File: src/rtl/arbitro_multiplexador_pkg.sv
// Shared definitions for the round-robin arbiter that drives the 4:1
// datapath multiplexer select.
package arbitro_multiplexador_pkg;

   localparam int unsigned N_REQ            = 4;
   localparam int unsigned MAX_POSSE_PADRAO = 8;

   typedef enum logic [1:0] {
      OCIOSO    = 2'd0,
      CONCEDIDO = 2'd1,
      LIBERA    = 2'd2
   } estado_t;

endpackage

File: src/rtl/arbitro_multiplexador_seletor_rr.sv
// Combinational round-robin search: first set request bit starting just
// after the last granted index, wrapping around.
module seletor_rr
   import arbitro_multiplexador_pkg::*;
(
   input  logic [N_REQ-1:0] i_req,
   input  logic [1:0]       i_ultimo,
   output logic [1:0]       o_vencedor,
   output logic             o_algum
);

   // Scan the four positions in priority order; the first hit wins.
   always_comb begin
      o_vencedor = '0;
      o_algum    = 1'b0;
      for (int unsigned k = 1; k <= N_REQ; k++) begin
         logic [1:0] w_idx;
         w_idx = 2'((32'(i_ultimo) + k) % N_REQ);
         if (!o_algum && i_req[w_idx]) begin
            o_vencedor = w_idx;
            o_algum    = 1'b1;
         end
      end
   end

endmodule

File: src/rtl/arbitro_multiplexador.sv
// Round-robin arbiter with bounded ownership for a shared 16-bit datapath
// multiplexer. A one-cycle LIBERA gap separates every ownership change so
// the registered multiplexer never shows two owners back to back.
module arbitro_multiplexador
   import arbitro_multiplexador_pkg::*;
#(
   parameter int unsigned MAX_POSSE = MAX_POSSE_PADRAO
)(
   input  logic       clk,
   input  logic       rst,
   input  logic [3:0] req,
   output logic [3:0] gnt,
   output logic [1:0] set,
   output logic       valido,
   output logic [1:0] fonte
);

   estado_t    r_estado;
   estado_t    w_estado_prox;
   logic [3:0] r_gnt;
   logic [3:0] w_gnt_prox;
   logic [1:0] r_set;
   logic [1:0] w_set_prox;
   logic [3:0] r_contador;
   logic [3:0] w_contador_prox;
   logic [1:0] r_ultimo;
   logic [1:0] w_ultimo_prox;
   logic       r_valido;
   logic [1:0] r_fonte;

   logic [1:0] w_vencedor;
   logic       w_algum;
   logic       w_fim_posse;

   seletor_rr u_seletor_rr (
      .i_req      (req),
      .i_ultimo   (r_ultimo),
      .o_vencedor (w_vencedor),
      .o_algum    (w_algum)
   );

   assign w_fim_posse = !req[r_set] || (r_contador == 4'(MAX_POSSE - 1));

   // Next-state, next-grant and counter logic.
   always_comb begin
      w_estado_prox   = r_estado;
      w_gnt_prox      = r_gnt;
      w_set_prox      = r_set;
      w_contador_prox = r_contador;
      w_ultimo_prox   = r_ultimo;
      unique case (r_estado)
         OCIOSO, LIBERA: begin
            w_gnt_prox = '0;
            if (w_algum) begin
               w_estado_prox          = CONCEDIDO;
               w_gnt_prox[w_vencedor] = 1'b1;
               w_set_prox             = w_vencedor;
               w_contador_prox        = '0;
               w_ultimo_prox          = w_vencedor;
            end else begin
               w_estado_prox = OCIOSO;
            end
         end
         CONCEDIDO: begin
            if (w_fim_posse) begin
               w_estado_prox = LIBERA;
               w_gnt_prox    = '0;
            end else begin
               w_contador_prox = r_contador + 4'd1;
            end
         end
         default: begin
            w_estado_prox = OCIOSO;
            w_gnt_prox    = '0;
         end
      endcase
   end

   // State and grant registers; valido/fonte track the mux register latency.
   always_ff @(posedge clk) begin
      if (rst) begin
         r_estado   <= OCIOSO;
         r_gnt      <= '0;
         r_set      <= '0;
         r_contador <= '0;
         r_ultimo   <= 2'd3;
         r_valido   <= 1'b0;
         r_fonte    <= '0;
      end else begin
         r_estado   <= w_estado_prox;
         r_gnt      <= w_gnt_prox;
         r_set      <= w_set_prox;
         r_contador <= w_contador_prox;
         r_ultimo   <= w_ultimo_prox;
         r_valido   <= (r_estado == CONCEDIDO);
         r_fonte    <= r_set;
      end
   end

   assign gnt    = r_gnt;
   assign set    = r_set;
   assign valido = r_valido;
   assign fonte  = r_fonte;

endmodule

File: config.mk
export PLATFORM = sky130hd
export DESIGN_NAME = arbitro_multiplexador
export DESIGN_NICKNAME = d
export VERILOG_FILES = /design/src/rtl/arbitro_multiplexador_pkg.sv /design/src/rtl/arbitro_multiplexador_seletor_rr.sv /design/src/rtl/arbitro_multiplexador.sv
export SDC_FILE = /design/constraint.sdc
export NUM_CORES = 1
export LEC_CHECK = 0
export ABC_AREA = 1
export BUFFER_PORTS_ARGS = -buffer_cell sky130_fd_sc_hd__buf_2
export CAP_MARGIN = 20
export CORE_MARGIN = 3
export CORE_UTILIZATION = 60
export CTS_BUF_LIST = sky130_fd_sc_hd__clkbuf_4 sky130_fd_sc_hd__clkbuf_8
export DETAILED_ROUTE_END_ITERATION = 7
export PLACE_DENSITY = 0.86
export SYNTH_ARGS = -nofsm -noshare
export SYNTH_HDL_FRONTEND = slang
export SYNTH_SLANG_ARGS = --single-unit
File: constraint.sdc
create_clock -name clk -period 3.95 [get_ports clk]
set_input_delay 0.5925 -clock clk [delete_from_list [all_inputs] [get_ports clk]]
set_output_delay 0.5925 -clock clk [all_outputs]
set_load 0.01 [all_outputs]
==> results of run 1 <==
-- per-layer routing --
metal	up-vias	global-route usage	share of wire
li1	486	-	-
met1	440	0.256	0.44
met2	28	0.346	0.50
met3	4	0.0352	0.046
met4	0	0.114	0.013
met5	-	0	0
-- synthesized netlist by cell type --
cell type	number	area, µm²
a21oi_1	10	50.1
a31oi_1	1	6.26
and2_4	1	8.76
buf_6	2	22.5
clkbuf_1	1	3.75
dfxtp_1	17	340
ha_1	1	12.5
inv_1	10	37.5
inv_2	4	15.0
nand2_1	35	131
nand2_2	9	56.3
nand2_4	5	56.3
nand3_1	15	75.1
nand3b_1	1	7.51
nand3b_4	1	20.0
nand4_1	3	18.8
nor2_1	14	52.6
nor2_8	1	20.0
nor3_1	1	5.00
o211ai_1	2	15.0
o21ai_0	3	15.0
o21ai_1	2	10.0
or2_2	1	6.26
-- power by group --
part | internal [mW] | switching [mW] | leakage, nW | total (mW)
clock | 0.0376 | 0.0513 | 0.0177 | 0.0889
combinational | 0.196 | 0.367 | 0.381 | 0.562
sequential | 0.222 | 0.0393 | 0.139 | 0.261
-- sequential cells by signal (all words and copies together), names as in the netlist --
| name | count |
|---|---|
| valido | 1 |
| r_contador | 4 |
| set | 2 |
| gnt | 4 |
| r_ultimo | 2 |
| fonte | 2 |
| r_estado | 2 |
-- placed cells by master, fill, tap and decap left out, drive strengths merged, types with 2 or more instances in the layout --
cell,n
nor2,15
a21oi,10
nand2,49
o21ai,5
clkbuf,3
nand3,15
o211ai,2
nand4,3
inv,14
dfxtp,17
nand3b,2
buf,14
-- worst register-to-register path: cells and delay by family (launching register included) --
kind / cells / cell delay [ps]
flip-flops: 1 / 490
AO/OA/AOI/OAI: 1 / 130
AND/OR/NAND/NOR: 10 / 920
buffers and inverters: 1 / 170
-- layout make-up --
cell class / count / share of cell area
clock inverters: 1 / 0.00465
multi-input cells: 106 / 0.526
well taps: 16 / 0.0186
repair buffers: 14 / 0.0650
flip-flops and latches: 17 / 0.316
clock buffers: 3 / 0.0209
inverters: 14 / 0.0488
-- through the flow --
stage | hold slack, ps | power, mW | cell area, µm² | util
3_3_place_gp | 457 | 0.804 | 1050 | 0.689
6_report | 477 | 0.913 | 1080 | 0.707
2_1_floorplan | 456 | 0.727 | 986 | -
3_5_place_dp | 461 | 0.823 | 1050 | 0.689
5_1_grt | 494 | 1.00 | 1080 | 0.707
4_1_cts | 475 | 0.914 | 1080 | 0.707
-- cells by family (layout without fill, tap and decap cells) --
kind of cell / count (synthesis) / after routing / share of synthesized area
simple gates: 87 / 87 / 0.464
buf+inv: 17 / 32 / 0.0799
compound gates: 18 / 18 / 0.0977
fa+ha+maj: 1 / 1 / 0.0127
flops: 17 / 17 / 0.345
-- worst paths after layout --
check,startpoint,endpoint,slack [ps],depth (start not counted)
worst max-delay path,r_ultimo[0],r_contador[0],2160,12
worst min-delay path,gnt[3],gnt[3],480,2
worst max register to register,r_ultimo[0],r_contador[0],2160,12
worst min register to register,gnt[3],gnt[3],480,2
==> flow_summary.html, run 1 <==
<table>
<tr><th>Metric</th><th>Value</th></tr>
<tr><th colspan="2">GRT</th></tr>
<tr><td>Antenna violations before repair</td><td>0</td></tr>
<tr><td>Global-route usage over all layers</td><td>0.210</td></tr>
<tr><td>Vias in the first global route</td><td>835</td></tr>
<tr><td>First-pass GRT wire length</td><td>3240 µm</td></tr>
<tr><td>Largest net degree at the start of global routing</td><td>14</td></tr>
<tr><td>Global route total overflow</td><td>0</td></tr>
<tr><th colspan="2">Floorplan</th></tr>
<tr><td>Horizontal die dimension</td><td>46.5 µm</td></tr>
<tr><td>Placeable core region</td><td>1520 µm²</td></tr>
<tr><td>Floorplan die area</td><td>2170 µm²</td></tr>
<tr><td>Cell row count</td><td>14</td></tr>
<tr><td>Initial Utilization</td><td>0.647</td></tr>
<tr><td>I/O pin total</td><td>15</td></tr>
<tr><td>Vertical die dimension</td><td>about 47 µm</td></tr>
<tr><th colspan="2">Finish</th></tr>
<tr><td>Layout Nets</td><td>163</td></tr>
<tr><td>Footprint of the multi-input gates</td><td>around 570 µm²</td></tr>
<tr><td>Ant diodes</td><td>0</td></tr>
<tr><td>Number of filler instances in the final layout</td><td>127</td></tr>
<tr><td>Fraction of final layout cells with drive strength greater than 1</td><td>0.258</td></tr>
<tr><td>Post-route non-filler standard cell count</td><td>171</td></tr>
<tr><td>Growth of design area from synthesis to finish</td><td>9.26%</td></tr>
<tr><td>Total area of sequential cells</td><td>340 µm²</td></tr>
<tr><th colspan="2">Place</th></tr>
<tr><td>Sum of net half-perimeters after detailed placement</td><td>1550 µm</td></tr>
<tr><td>Placement-stage worst setup slack</td><td>1940 ps</td></tr>
<tr><td>Buffers on Ports</td><td>14</td></tr>
<tr><td>Number of cells in the design after placement</td><td>167</td></tr>
<tr><td>Routability cong.</td><td>0.864</td></tr>
<tr><th colspan="2">Setup path</th></tr>
<tr><td>Cell repeated most along the worst path</td><td>nand2_1</td></tr>
<tr><td>Max stage delay on crit path</td><td>490 ps</td></tr>
<tr><td>CP required</td><td>~4200 ps</td></tr>
<tr><td>Cell with the biggest individual delay on the critical path</td><td>dfxtp_1</td></tr>
<tr><td>Cell family with the largest share of critical-path delay</td><td>simple AND/OR/NAND/NOR gates</td></tr>
<tr><td>Bufs and invs on worst path</td><td>1</td></tr>
<tr><td>Top fanout value on the critical path</td><td>11</td></tr>
<tr><td>Critical setup path kind</td><td>flop to flop</td></tr>
<tr><td>Kind of capture point of the worst setup path</td><td>flop</td></tr>
<tr><td>Endpoint arrival time on the critical path</td><td>2010 ps</td></tr>
<tr><td>CP startpoint kind</td><td>flop</td></tr>
<tr><td>Worst-path cell chain</td><td>inv_2, nand2_1, nand2_1, nand2_2, nand2_4, nor2_8, nand3b_4, nand2_4, nand2_4, nand2_1, nand2_1, a21oi_1</td></tr>
<tr><th colspan="2">CTS</th></tr>
<tr><td>CTS tree</td><td>done</td></tr>
<tr><td>Number of levels the H-tree was split into</td><td>1</td></tr>
<tr><td>Number of buffers created by CTS</td><td>3</td></tr>
<tr><td>Clock sink count</td><td>17</td></tr>
<tr><td>Number of buffers on the longest clock path</td><td>2</td></tr>
<tr><td>CTS Root Cell</td><td>clkbuf_4</td></tr>
<tr><td>Clock insertion delay at the later pin of the skew report</td><td>290 ps</td></tr>
<tr><td>Clock transition time at the flip-flop clock pins of the worst setup and hold paths</td><td>90 ps</td></tr>
<tr><td>Setup fix buffers added after clock tree synthesis</td><td>0</td></tr>
<tr><td>Quantity of hold-fixing buffers added after cts</td><td>0</td></tr>
<tr><td>Post_cts resized</td><td>0</td></tr>
<tr><th colspan="2">Timing</th></tr>
<tr><td>Highest Clock Rate</td><td>~560 MHz</td></tr>
<tr><td>Post-route clock skew</td><td>roughly 3.8 ps</td></tr>
<tr><td>Worst max-slew margin expressed relative to the limit</td><td>0.733</td></tr>
<tr><td>Actual slew at the worst max-slew pin</td><td>~400 ps</td></tr>
<tr><td>Unrepaired setup endpoints after global routing</td><td>false</td></tr>
<tr><td>Final worst slack</td><td>2160 ps</td></tr>
<tr><td>Final period demand of the worst path</td><td>1790 ps</td></tr>
<tr><td>Max Transition Viols Final</td><td>0</td></tr>
<tr><td>Final setup violation count</td><td>0</td></tr>
<tr><td>Post-route clock period utilization</td><td>0.454</td></tr>
<tr><td>Sum of negative setup slack</td><td>0 ps</td></tr>
<tr><td>Number of hold violations in the final report</td><td>0</td></tr>
<tr><th colspan="2">Routing</th></tr>
<tr><td>Number of remaining DRC errors</td><td>0</td></tr>
<tr><td>Router iterations before antenna repair</td><td>4</td></tr>
<tr><td>Final routed wire length divided by cell count</td><td>around 11 µm</td></tr>
<tr><td>Number of vias per cell after detailed routing</td><td>roughly 5.6</td></tr>
<tr><td>Initial detailed-routing violation count</td><td>20</td></tr>
<tr><td>Final Routed Wirelength</td><td>around 2000 µm</td></tr>
<tr><td>Antenna-violating nets left</td><td>0</td></tr>
<tr><td>Total via count after detailed routing</td><td>958</td></tr>
<tr><th colspan="2">Run</th></tr>
<tr><td>Maxcap violations</td><td>0</td></tr>
<tr><th colspan="2">Synthesis</th></tr>
<tr><td>Distinct cells, synth</td><td>23</td></tr>
<tr><td>Synth Register Bits</td><td>17</td></tr>
<tr><td>Mean Syn Cell Area</td><td>roughly 7.0 µm²</td></tr>
<tr><td>Share of synthesized area occupied by flip-flops and latches</td><td>0.345</td></tr>
<tr><td>Area of the mapped netlist</td><td>986 µm²</td></tr>
<tr><td>Number of standard cells after synthesis</td><td>between 100 and 150</td></tr>
<tr><td>Number of nets produced by synthesis</td><td>roughly 150</td></tr>
<tr><td>Yosys warning total</td><td>0</td></tr>
<tr><th colspan="2">Run status</th></tr>
<tr><td>Status</td><td>complete, no violations</td></tr>
<tr><th colspan="2">Worst hold path</th></tr>
<tr><td>Worst hold path class</td><td>flop to flop</td></tr>
<tr><th colspan="2">Power and ir drop</th></tr>
<tr><td>Peak supply drop</td><td>0.539 mV</td></tr>
<tr><td>Power density over the cells</td><td>847 nW/µm²</td></tr>
<tr><td>Leakage</td><td>roughly 0.54 nW</td></tr>
</table>
No activity file was read; power rests on OpenSTA's default activity.
==> run 2, diff against run 1 <==
CORE_UTILIZATION = 52   (was 60)
PLACE_DENSITY = 0.79   (was 0.86)
clock period = 1.6 ns   (was 3.95 ns; I/O delays follow)
==> run 2 against run 1 <==
Effect of this change:
- die area grew 13%
- sequential power grew to 2.5 times the previous value
- register-to-register slack lost 2100 ps
- total power grew to 2.9 times the previous value
- critical endpoint is now r_contador[1]
==> flow_summary.html, run 2 (synthesis gave the netlist of run 1 again) <==
<table>
<tr><th>Metric</th><th>Value</th></tr>
<tr><th colspan="2">Worst hold path</th></tr>
<tr><td>Worst hold path class</td><td>input port to flop (was flop to flop)</td></tr>
<tr><td>Hold EP</td><td>valido (was gnt[3])</td></tr>
<tr><td>Hold path cells</td><td>2 (unchanged)</td></tr>
<tr><td>Worst Min Path Start</td><td>rst (was gnt[3])</td></tr>
<tr><th colspan="2">Power and ir drop</th></tr>
<tr><td>Power density over the cells</td><td>2090 nW/µm² (was 847 nW/µm²)</td></tr>
<tr><td>Clock Power Share</td><td>0.085 (was 0.097)</td></tr>
<tr><td>Switching component of the power</td><td>1.29 mW (was 0.457 mW)</td></tr>
<tr><td>Power, Total</td><td>2.61 mW (was 0.913 mW)</td></tr>
<tr><td>Leakage</td><td>0.598 nW (was 0.538 nW)</td></tr>
<tr><td>Peak supply drop</td><td>1.40 mV (was 0.539 mV)</td></tr>
<tr><td>Part of the total power dissipated in sequential elements</td><td>0.254 (was 0.286)</td></tr>
<tr><td>Switching portion of total power</td><td>0.495 (was 0.501)</td></tr>
<tr><td>Pint</td><td>1.32 mW (was 0.455 mW)</td></tr>
<tr><td>Portion of total power attributed to combinational logic</td><td>0.661 (was 0.616)</td></tr>
<tr><th colspan="2">Timing</th></tr>
<tr><td>Sum of negative setup slack</td><td>0 ps (unchanged)</td></tr>
<tr><td>Unrepaired setup endpoints after global routing</td><td>true (was false)</td></tr>
<tr><td>Post-route clock skew</td><td>5.91 ps (was 3.78 ps)</td></tr>
<tr><td>Number of hold violations in the final report</td><td>0 (unchanged)</td></tr>
<tr><td>Post-route clock period utilization</td><td>0.985 (was 0.454)</td></tr>
<tr><td>Worst max-slew margin expressed relative to the limit</td><td>0.819 (was 0.733)</td></tr>
<tr><td>Hold_ws</td><td>276 ps (was 477 ps)</td></tr>
<tr><td>Final setup violation count</td><td>0 (unchanged)</td></tr>
<tr><td>Final period demand of the worst path</td><td>1580 ps (was 1790 ps)</td></tr>
<tr><td>Max Transition Viols Final</td><td>0 (unchanged)</td></tr>
<tr><td>Actual slew at the worst max-slew pin</td><td>270 ps (was 400 ps)</td></tr>
<tr><td>Highest Clock Rate</td><td>635 MHz (was 558 MHz)</td></tr>
<tr><th colspan="2">GRT</th></tr>
<tr><td>Antenna violations before repair</td><td>0 (unchanged)</td></tr>
<tr><td>Global-route usage over all layers</td><td>0.169 (was 0.210)</td></tr>
<tr><td>First-pass GRT wire length</td><td>3270 µm (was 3240 µm)</td></tr>
<tr><td>Largest net degree at the start of global routing</td><td>14 (unchanged)</td></tr>
<tr><td>Vias in the first global route</td><td>792 (was 835)</td></tr>
<tr><td>Global route total overflow</td><td>0 (unchanged)</td></tr>
<tr><th colspan="2">Finish</th></tr>
<tr><td>Commonest non-fill, non-tap cells in the layout</td><td>26 x nand2_1, 15 x dfxtp_1, 14 x nand2_4, 14 x buf_2 (was 35 x nand2_1, 17 x dfxtp_1, 15 x nand3_1)</td></tr>
<tr><td>Number of filler instances in the final layout</td><td>150 (was 127)</td></tr>
<tr><td>Footprint of the multi-input gates</td><td>666 µm² (was 567 µm²)</td></tr>
<tr><td>Layout Nets</td><td>168 (was 163)</td></tr>
<tr><td>Growth of design area from synthesis to finish</td><td>26.3% (was 9.26%)</td></tr>
<tr><td>Ant diodes</td><td>0 (unchanged)</td></tr>
<tr><td>Total area of sequential cells</td><td>348 µm² (was 340 µm²)</td></tr>
<tr><td>Final Instance Area</td><td>1240 µm² (was 1080 µm²)</td></tr>
<tr><td>Fraction of final layout cells with drive strength greater than 1</td><td>0.400 (was 0.258)</td></tr>
<tr><td>Most common library cell in the layout ignoring fill and taps</td><td>nand2_1 (unchanged)</td></tr>
<tr><td>Core Util, Final</td><td>0.706 (was 0.707)</td></tr>
<tr><th colspan="2">CTS</th></tr>
<tr><td>Number of buffers created by CTS</td><td>3 (unchanged)</td></tr>
<tr><td>Number of levels the H-tree was split into</td><td>1 (unchanged)</td></tr>
<tr><td>CTS Root Cell</td><td>clkbuf_4 (unchanged)</td></tr>
<tr><td>Clock insertion delay at the later pin of the skew report</td><td>290 ps (about the same)</td></tr>
<tr><td>Clock sink count</td><td>17 (unchanged)</td></tr>
<tr><td>Clock transition time at the flip-flop clock pins of the worst setup and hold paths</td><td>100 ps (was 90 ps)</td></tr>
<tr><td>Number of buffers on the longest clock path</td><td>2 (unchanged)</td></tr>
<tr><td>CTS tree</td><td>done (unchanged)</td></tr>
<tr><th colspan="2">Setup path</th></tr>
<tr><td>Crit Reg-Reg Endpoint</td><td>r_contador[1] (was r_contador[0])</td></tr>
<tr><td>Kind of capture point of the worst setup path</td><td>flop (unchanged)</td></tr>
<tr><td>Top fanout value on the critical path</td><td>7 (was 11)</td></tr>
<tr><td>Critical setup path kind</td><td>flop to flop (unchanged)</td></tr>
<tr><td>CP startpoint kind</td><td>flop (unchanged)</td></tr>
<tr><td>CP required</td><td>1830 ps (was 4170 ps)</td></tr>
<tr><td>Reg2reg setup slack</td><td>20 ps (was 2160 ps)</td></tr>
<tr><td>Endpoint arrival time on the critical path</td><td>1800 ps (was 2010 ps)</td></tr>
<tr><td>Startpoint of the most critical register-to-register path</td><td>r_ultimo[1] (was r_ultimo[0])</td></tr>
<tr><td>Reg2reg path depth</td><td>12 (unchanged)</td></tr>
<tr><th colspan="2">Routing</th></tr>
<tr><td>Final routed wire length divided by cell count</td><td>11.4 µm (about the same)</td></tr>
<tr><td>Total via count after detailed routing</td><td>941 (was 958)</td></tr>
<tr><td>Number of remaining DRC errors</td><td>0 (unchanged)</td></tr>
<tr><td>Initial detailed-routing violation count</td><td>22 (was 20)</td></tr>
<tr><td>Antenna-violating nets left</td><td>0 (unchanged)</td></tr>
<tr><td>Router iterations before antenna repair</td><td>4 (unchanged)</td></tr>
<tr><td>Number of vias per cell after detailed routing</td><td>5.09 (was 5.60)</td></tr>
<tr><td>Final Routed Wirelength</td><td>2110 µm (was 1950 µm)</td></tr>
<tr><th colspan="2">Floorplan</th></tr>
<tr><td>Vertical die dimension</td><td>49.5 µm (was 46.5 µm)</td></tr>
<tr><td>Placeable core region</td><td>1760 µm² (was 1520 µm²)</td></tr>
<tr><td>I/O pin total</td><td>15 (unchanged)</td></tr>
<tr><td>Initial Utilization</td><td>0.559 (was 0.647)</td></tr>
<tr><td>Horizontal die dimension</td><td>49.5 µm (was 46.5 µm)</td></tr>
<tr><td>Floorplan die area</td><td>2450 µm² (was 2170 µm²)</td></tr>
<tr><td>Cell row count</td><td>15 (was 14)</td></tr>
<tr><th colspan="2">Place</th></tr>
<tr><td>Buffers on Ports</td><td>14 (unchanged)</td></tr>
<tr><td>Sum of net half-perimeters after detailed placement</td><td>1510 µm (was 1550 µm)</td></tr>
<tr><td>Routability cong.</td><td>0.955 (was 0.864)</td></tr>
<tr><td>Standard cell area after detailed placement</td><td>1080 µm² (was 1050 µm²)</td></tr>
<tr><th colspan="2">Run</th></tr>
<tr><td>Maxcap violations</td><td>0 (unchanged)</td></tr>
<tr><th colspan="2">Run status</th></tr>
<tr><td>Status</td><td>complete, no violations (unchanged)</td></tr>
</table>
run 2: changes by cell type in the layout (fill, tap and decap cells not counted), sizes merged:
cell,before,now
buf,14,19
run 2: worst max-delay path, cell delays in order (launching register included):
cell,delay [ps]
dfxtp_4,410
inv_2,100
nand2_2,90
nand2_4,70
nand2_4,90
nand2_4,70
nor2_8,160
nand3b_4,100
nand2_4,110
nand2_4,90
inv_2,70
nand2_2,50
a21oi_2,120
run 2: timing repair:
action,4_1_cts,5_1_grt
buffers inserted,0,3
pin swaps,0,16
gates resized for setup,1,34
cloned,0,0
setup endpoints to repair,1,13
hold buffers,0,0
run 2: worst max path at each step:
stage                startpoint       endpoint  slack (ps)  depth (start not counted)
floorplan           r_ultimo[0]  r_contador[2]         100                         12
global placement    r_ultimo[1]    r_ultimo[1]          60                         11
detailed placement  r_ultimo[1]    r_ultimo[1]           6                         11
CTS                 r_ultimo[0]         set[0]          30                         10
global route        r_ultimo[0]         gnt[1]         -90                         10
finish              r_ultimo[1]  r_contador[1]          20                         12
run 2: power by group through the flow:
stage          logic, mW  clock network [mW]  registers (mW)
2_1_floorplan       1.14                   0           0.658
3_3_place_gp        1.40                   0           0.630
3_5_place_dp        1.42                   0           0.635
4_1_cts             1.43               0.230           0.628
5_1_grt             1.90               0.245           0.677
6_report            1.72               0.221           0.663
run 2: cell type report:
type,instances,area share
tap,25,0.0251
sequential,17,0.279
clock buffer,3,0.0181
multi-input combinational,106,0.535
clock inverter,1,0.00402
inverter,14,0.0462
timing repair buffer,19,0.0925
run 2: routing by layer:
layer	track usage	up-vias	share of wire	wire length, µm
li1	-	495	-	-
met2	0.269	14	0.49	1040
met4	0.0829	0	0.0076	16
met3	0.0363	2	0.028	60
met5	0	-	0	0
met1	0.214	430	0.47	993
run 2: metrics by stage:
step,cells,setup slack [ps]
2_1_floorplan,140,100
3_3_place_gp,178,55.4
3_5_place_dp,178,6.28
4_1_cts,182,31.0
5_1_grt,185,-94.5
6_report,185,24.4
==> run 3, diff against run 2 <==
ABC_AREA = default   (was 1)
CORE_UTILIZATION = 49   (was 52)
PLACE_DENSITY = 0.77   (was 0.79)
==> run 3 against run 2 <==
Effect of this change:
- core utilization down 7.2 points
- largest cell class unchanged
- sequential share of layout area up 11 points
- global-route usage up 1.2 points
- register-to-register slack better by 50 ps
- clock skew up 5.3 ps
- critical path depth down 8
- via count down 32%
==> flow_summary.html, run 3 <==
<table>
<tr><th>Metric</th><th>Value</th></tr>
<tr><th colspan="2">Run status</th></tr>
<tr><td>Status</td><td>complete, no violations (unchanged)</td></tr>
<tr><th colspan="2">Setup path</th></tr>
<tr><td>Reg2reg setup slack</td><td>70 ps (was 20 ps)</td></tr>
<tr><td>Cell with the biggest individual delay on the critical path</td><td>mux4_2 (was dfxtp_4)</td></tr>
<tr><td>CP required</td><td>1790 ps (was 1830 ps)</td></tr>
<tr><td>Crit Reg-Reg Endpoint</td><td>r_contador[1] (unchanged)</td></tr>
<tr><td>Top fanout value on the critical path</td><td>8 (was 7)</td></tr>
<tr><td>Endpoint arrival time on the critical path</td><td>1720 ps (was 1800 ps)</td></tr>
<tr><td>Max stage delay on crit path</td><td>610 ps (was 410 ps)</td></tr>
<tr><td>Worst-path cell chain</td><td>mux4_2, nand3_4, nor3b_1, a41o_1 (was inv_2, nand2_2, nand2_4, nand2_4, nand2_4, nor2_8, nand3b_4, nand2_4, nand2_4, inv_2, nand2_2, a21oi_2)</td></tr>
<tr><td>Reg2reg path depth</td><td>4 (was 12)</td></tr>
<tr><td>Kind of capture point of the worst setup path</td><td>flop (unchanged)</td></tr>
<tr><td>Startpoint of the most critical register-to-register path</td><td>set[1] (was r_ultimo[1])</td></tr>
<tr><td>CP startpoint kind</td><td>flop (unchanged)</td></tr>
<tr><td>Critical setup path kind</td><td>flop to flop (unchanged)</td></tr>
<tr><th colspan="2">Routing</th></tr>
<tr><td>Total length of routed met3 wires</td><td>80 µm (was 60 µm)</td></tr>
<tr><td>Router iterations before antenna repair</td><td>4 (unchanged)</td></tr>
<tr><td>Wl on met1</td><td>747 µm (was 993 µm)</td></tr>
<tr><td>Number of vias per cell after detailed routing</td><td>5.83 (was 5.09)</td></tr>
<tr><td>Total via count after detailed routing</td><td>636 (was 941)</td></tr>
<tr><td>Final routed wire length divided by cell count</td><td>13.6 µm (was 11.4 µm)</td></tr>
<tr><td>Top Layer Used</td><td>met4 (unchanged)</td></tr>
<tr><td>Antenna-violating nets left</td><td>0 (unchanged)</td></tr>
<tr><td>Initial detailed-routing violation count</td><td>16 (was 22)</td></tr>
<tr><td>Number of remaining DRC errors</td><td>0 (unchanged)</td></tr>
<tr><td>Final Routed Wirelength</td><td>1490 µm (was 2110 µm)</td></tr>
<tr><td>Met2 routed wirelength</td><td>612 µm (was 1040 µm)</td></tr>
<tr><th colspan="2">Power and ir drop</th></tr>
<tr><td>Leakage</td><td>0.383 nW (was 0.598 nW)</td></tr>
<tr><td>Power density over the cells</td><td>1040 nW/µm² (was 2090 nW/µm²)</td></tr>
<tr><td>Power, Total</td><td>0.899 mW (was 2.61 mW)</td></tr>
<tr><td>Peak supply drop</td><td>0.739 mV (was 1.40 mV)</td></tr>
<tr><th colspan="2">CTS</th></tr>
<tr><td>Clock sink count</td><td>17 (unchanged)</td></tr>
<tr><td>Number of buffers created by CTS</td><td>3 (unchanged)</td></tr>
<tr><td>Clock transition time at the flip-flop clock pins of the worst setup and hold paths</td><td>100 ps (about the same)</td></tr>
<tr><td>Number of levels the H-tree was split into</td><td>1 (unchanged)</td></tr>
<tr><td>Quantity of hold-fixing buffers added after cts</td><td>0 (unchanged)</td></tr>
<tr><td>CTS tree</td><td>done (unchanged)</td></tr>
<tr><td>Post_cts resized</td><td>0 (was 1)</td></tr>
<tr><td>CTS Root Cell</td><td>clkbuf_4 (unchanged)</td></tr>
<tr><td>Number of buffers on the longest clock path</td><td>2 (unchanged)</td></tr>
<tr><td>Setup fix buffers added after clock tree synthesis</td><td>0 (unchanged)</td></tr>
<tr><td>Clock insertion delay at the later pin of the skew report</td><td>300 ps (was 290 ps)</td></tr>
<tr><th colspan="2">Place</th></tr>
<tr><td>Buffers on Ports</td><td>14 (unchanged)</td></tr>
<tr><td>Placement-stage worst setup slack</td><td>93.3 ps (was 6.28 ps)</td></tr>
<tr><td>Standard cell area after detailed placement</td><td>836 µm² (was 1080 µm²)</td></tr>
<tr><td>Routability cong.</td><td>0.738 (was 0.955)</td></tr>
<tr><td>Sum of net half-perimeters after detailed placement</td><td>1090 µm (was 1510 µm)</td></tr>
<tr><th colspan="2">Finish</th></tr>
<tr><td>Growth of design area from synthesis to finish</td><td>15.3% (was 26.3%)</td></tr>
<tr><td>Most common library cell in the layout ignoring fill and taps</td><td>dfxtp_1 (was nand2_1)</td></tr>
<tr><td>Layout Nets</td><td>102 (was 168)</td></tr>
<tr><td>Fraction of final layout cells with drive strength greater than 1</td><td>0.245 (was 0.400)</td></tr>
<tr><td>Final Instance Area</td><td>866 µm² (was 1240 µm²)</td></tr>
<tr><td>Ant diodes</td><td>0 (unchanged)</td></tr>
<tr><td>Commonest non-fill, non-tap cells in the layout</td><td>17 x dfxtp_1, 14 x buf_2, 6 x nor2_1 (was 26 x nand2_1, 15 x dfxtp_1, 14 x nand2_4, 14 x buf_2)</td></tr>
<tr><th colspan="2">Timing</th></tr>
<tr><td>Actual slew at the worst max-slew pin</td><td>532 ps (was 270 ps)</td></tr>
<tr><td>Highest Clock Rate</td><td>654 MHz (was 635 MHz)</td></tr>
<tr><td>Final worst slack</td><td>71.0 ps (was 24.4 ps)</td></tr>
<tr><td>Sum of negative setup slack</td><td>0 ps (unchanged)</td></tr>
<tr><td>Worst max-slew margin expressed relative to the limit</td><td>0.640 (was 0.819)</td></tr>
<tr><td>Final period demand of the worst path</td><td>1530 ps (was 1580 ps)</td></tr>
<tr><td>Hold_ws</td><td>290 ps (was 276 ps)</td></tr>
<tr><td>Max Transition Viols Final</td><td>0 (unchanged)</td></tr>
<tr><td>Post-route clock period utilization</td><td>0.956 (was 0.985)</td></tr>
<tr><td>Number of hold violations in the final report</td><td>0 (unchanged)</td></tr>
<tr><td>Final setup violation count</td><td>0 (unchanged)</td></tr>
<tr><td>Post-route clock skew</td><td>11.2 ps (was 5.91 ps)</td></tr>
<tr><td>Unrepaired setup endpoints after global routing</td><td>false (was true)</td></tr>
<tr><th colspan="2">Synthesis</th></tr>
<tr><td>Share of Yosys cell area claimed by the top area cell type</td><td>0.453 (was 0.345)</td></tr>
<tr><td>Most used standard cells in the synthesized netlist</td><td>17 x dfxtp_1, 6 x nor2_1, 5 x nand2_1 (was 35 x nand2_1, 17 x dfxtp_1, 15 x nand3_1)</td></tr>
<tr><td>Mean Syn Cell Area</td><td>9.75 µm² (was 7.04 µm²)</td></tr>
<tr><td>Most frequently used flop master after synthesis</td><td>dfxtp_1 (unchanged)</td></tr>
<tr><td>Combinational family with the most area after synthesis</td><td>simple AND/OR/NAND/NOR gates (unchanged)</td></tr>
<tr><td>Share of synthesized area occupied by flip-flops and latches</td><td>0.453 (was 0.345)</td></tr>
<tr><td>Number of enable-type register cells in the synthesized netlist</td><td>0 (unchanged)</td></tr>
<tr><td>Portion of netlist area occupied by mux cells</td><td>0.0300 (was 0)</td></tr>
<tr><td>Biggest area contributors in the synthesized netlist</td><td>dfxtp_1 45%, nand2b_1 3.3%, nand4_1 3.3% (was dfxtp_1 35%, nand2_1 13%, nand3_1 7.6%)</td></tr>
<tr><td>Parity-gate share of the synthesized area counting xor and xnor cells</td><td>0.0117 (was 0)</td></tr>
<tr><td>Synth Register Bits</td><td>17 (unchanged)</td></tr>
<tr><td>Number of standard cells after synthesis</td><td>77 (was 140)</td></tr>
<tr><td>Area share of fa/ha/maj cells after synthesis</td><td>0.0167 (was 0.0127)</td></tr>
<tr><td>Yosys warning total</td><td>0 (unchanged)</td></tr>
<tr><td>Ys async rst share</td><td>0 (unchanged)</td></tr>
<tr><td>Cell accounting for the most synthesized area</td><td>dfxtp_1 (unchanged)</td></tr>
<tr><td>Number of nets produced by synthesis</td><td>84 (was 147)</td></tr>
<tr><td>Area fraction in and, or, nand and nor cells after synthesis</td><td>0.267 (was 0.464)</td></tr>
<tr><td>Compound-gate portion of the synthesized area</td><td>0.202 (was 0.0977)</td></tr>
<tr><td>Area of the mapped netlist</td><td>751 µm² (was 986 µm²)</td></tr>
<tr><td>Top-count cell post-synth</td><td>dfxtp_1 (was nand2_1)</td></tr>
<tr><td>Distinct cells, synth</td><td>32 (was 23)</td></tr>
<tr><th colspan="2">Floorplan</th></tr>
<tr><td>Initial Utilization</td><td>0.549 (was 0.559)</td></tr>
<tr><td>Placeable core region</td><td>1370 µm² (was 1760 µm²)</td></tr>
<tr><td>Floorplan die area</td><td>2040 µm² (was 2450 µm²)</td></tr>
<tr><td>I/O pin total</td><td>15 (unchanged)</td></tr>
<tr><td>Cell row count</td><td>13 (was 15)</td></tr>
<tr><td>Horizontal die dimension</td><td>45.1 µm (was 49.5 µm)</td></tr>
<tr><td>Vertical die dimension</td><td>45.1 µm (was 49.5 µm)</td></tr>
<tr><th colspan="2">Worst hold path</th></tr>
<tr><td>Worst hold path class</td><td>input port to flop (unchanged)</td></tr>
<tr><td>Hold EP</td><td>fonte[0] (was valido)</td></tr>
<tr><td>Hold path cells</td><td>2 (unchanged)</td></tr>
<tr><td>Worst Min Path Start</td><td>rst (unchanged)</td></tr>
<tr><th colspan="2">Run</th></tr>
<tr><td>Maxcap violations</td><td>0 (unchanged)</td></tr>
<tr><th colspan="2">GRT</th></tr>
<tr><td>Global route total overflow</td><td>0 (unchanged)</td></tr>
<tr><td>Global-route usage over all layers</td><td>0.181 (was 0.169)</td></tr>
<tr><td>First-pass GRT wire length</td><td>2520 µm (was 3270 µm)</td></tr>
<tr><td>Vias in the first global route</td><td>546 (was 792)</td></tr>
<tr><td>Largest net degree at the start of global routing</td><td>17 (was 14)</td></tr>
<tr><td>Antenna violations before repair</td><td>0 (unchanged)</td></tr>
</table>
## run 3: changes by cell type in the layout (fill, tap and decap cells not counted), moves of 4 or more
cell | previous run | this run
a21oi_1 | 8 | 4
buf_4 | 4 | 0
inv_1 | 10 | 3
nand2_1 | 26 | 5
nand2_2 | 9 | 0
nand2_4 | 14 | 0
nand2b_1 | 0 | 4
nand3_1 | 12 | 1
nor2_1 | 12 | 6
nor2b_1 | 0 | 4
## run 3: worst max-delay path, delay by kind of cell (launching register included)
kind / cells / cell delay [ps]
multiplexers: 1 / 610
flip-flops: 1 / 400
AND/OR/NAND/NOR: 2 / 200
AO/OA/AOI/OAI: 1 / 200
## run 3: worst max-delay path by stage
stage | from | to | slack (ps) | cells after the start
floorplan | set[1] | r_contador[1] | 120 | 4
global placement | set[1] | r_contador[1] | 130 | 4
detailed placement | set[1] | gnt[3] | 90 | 4
CTS | set[1] | r_contador[1] | 70 | 4
global route | set[1] | gnt[3] | 20 | 4
finish | set[1] | r_contador[1] | 70 | 4
## run 3: final cells by class
cell class                      instances  area (µm²)
Clock buffer                            4        30.0
Fill cell                             112         500
Inverter                                3        11.3
Multi-Input combinational cell         56         395
Sequential cell                        17         340
Tap cell                               15        18.8
Timing Repair Buffer                   14        70.1
## run 3: cell families after synthesis
family	after synthesis
adder cells (fa/ha/maj)	1
multiplexers	1
buffers and inverters	4
AND/OR/NAND/NOR	34
flip-flops	17
AO/OA/AOI/OAI	19
XOR/XNOR	1
## run 3: per-stage QoR
stage | utilization | cells
finish | 0.634 | 109
global route | 0.634 | 109
CTS | 0.634 | 109
detailed placement | 0.612 | 105
global placement | 0.612 | 105
floorplan | - | 77
## run 3: routing by layer
metal,vias to the layer above,track usage
li1,322,-
met1,286,0.249
met2,23,0.226
met3,5,0.0598
met4,0,0.140
met5,-,0
## run 3: where the power goes
| part | total (mW) | internal (mW) | leakage, nW | switching [mW] |
|---|---|---|---|---|
| sequential | 0.482 | 0.456 | 0.139 | 0.0258 |
| combinational | 0.168 | 0.0711 | 0.225 | 0.0974 |
| clock | 0.248 | 0.114 | 0.0184 | 0.134 |
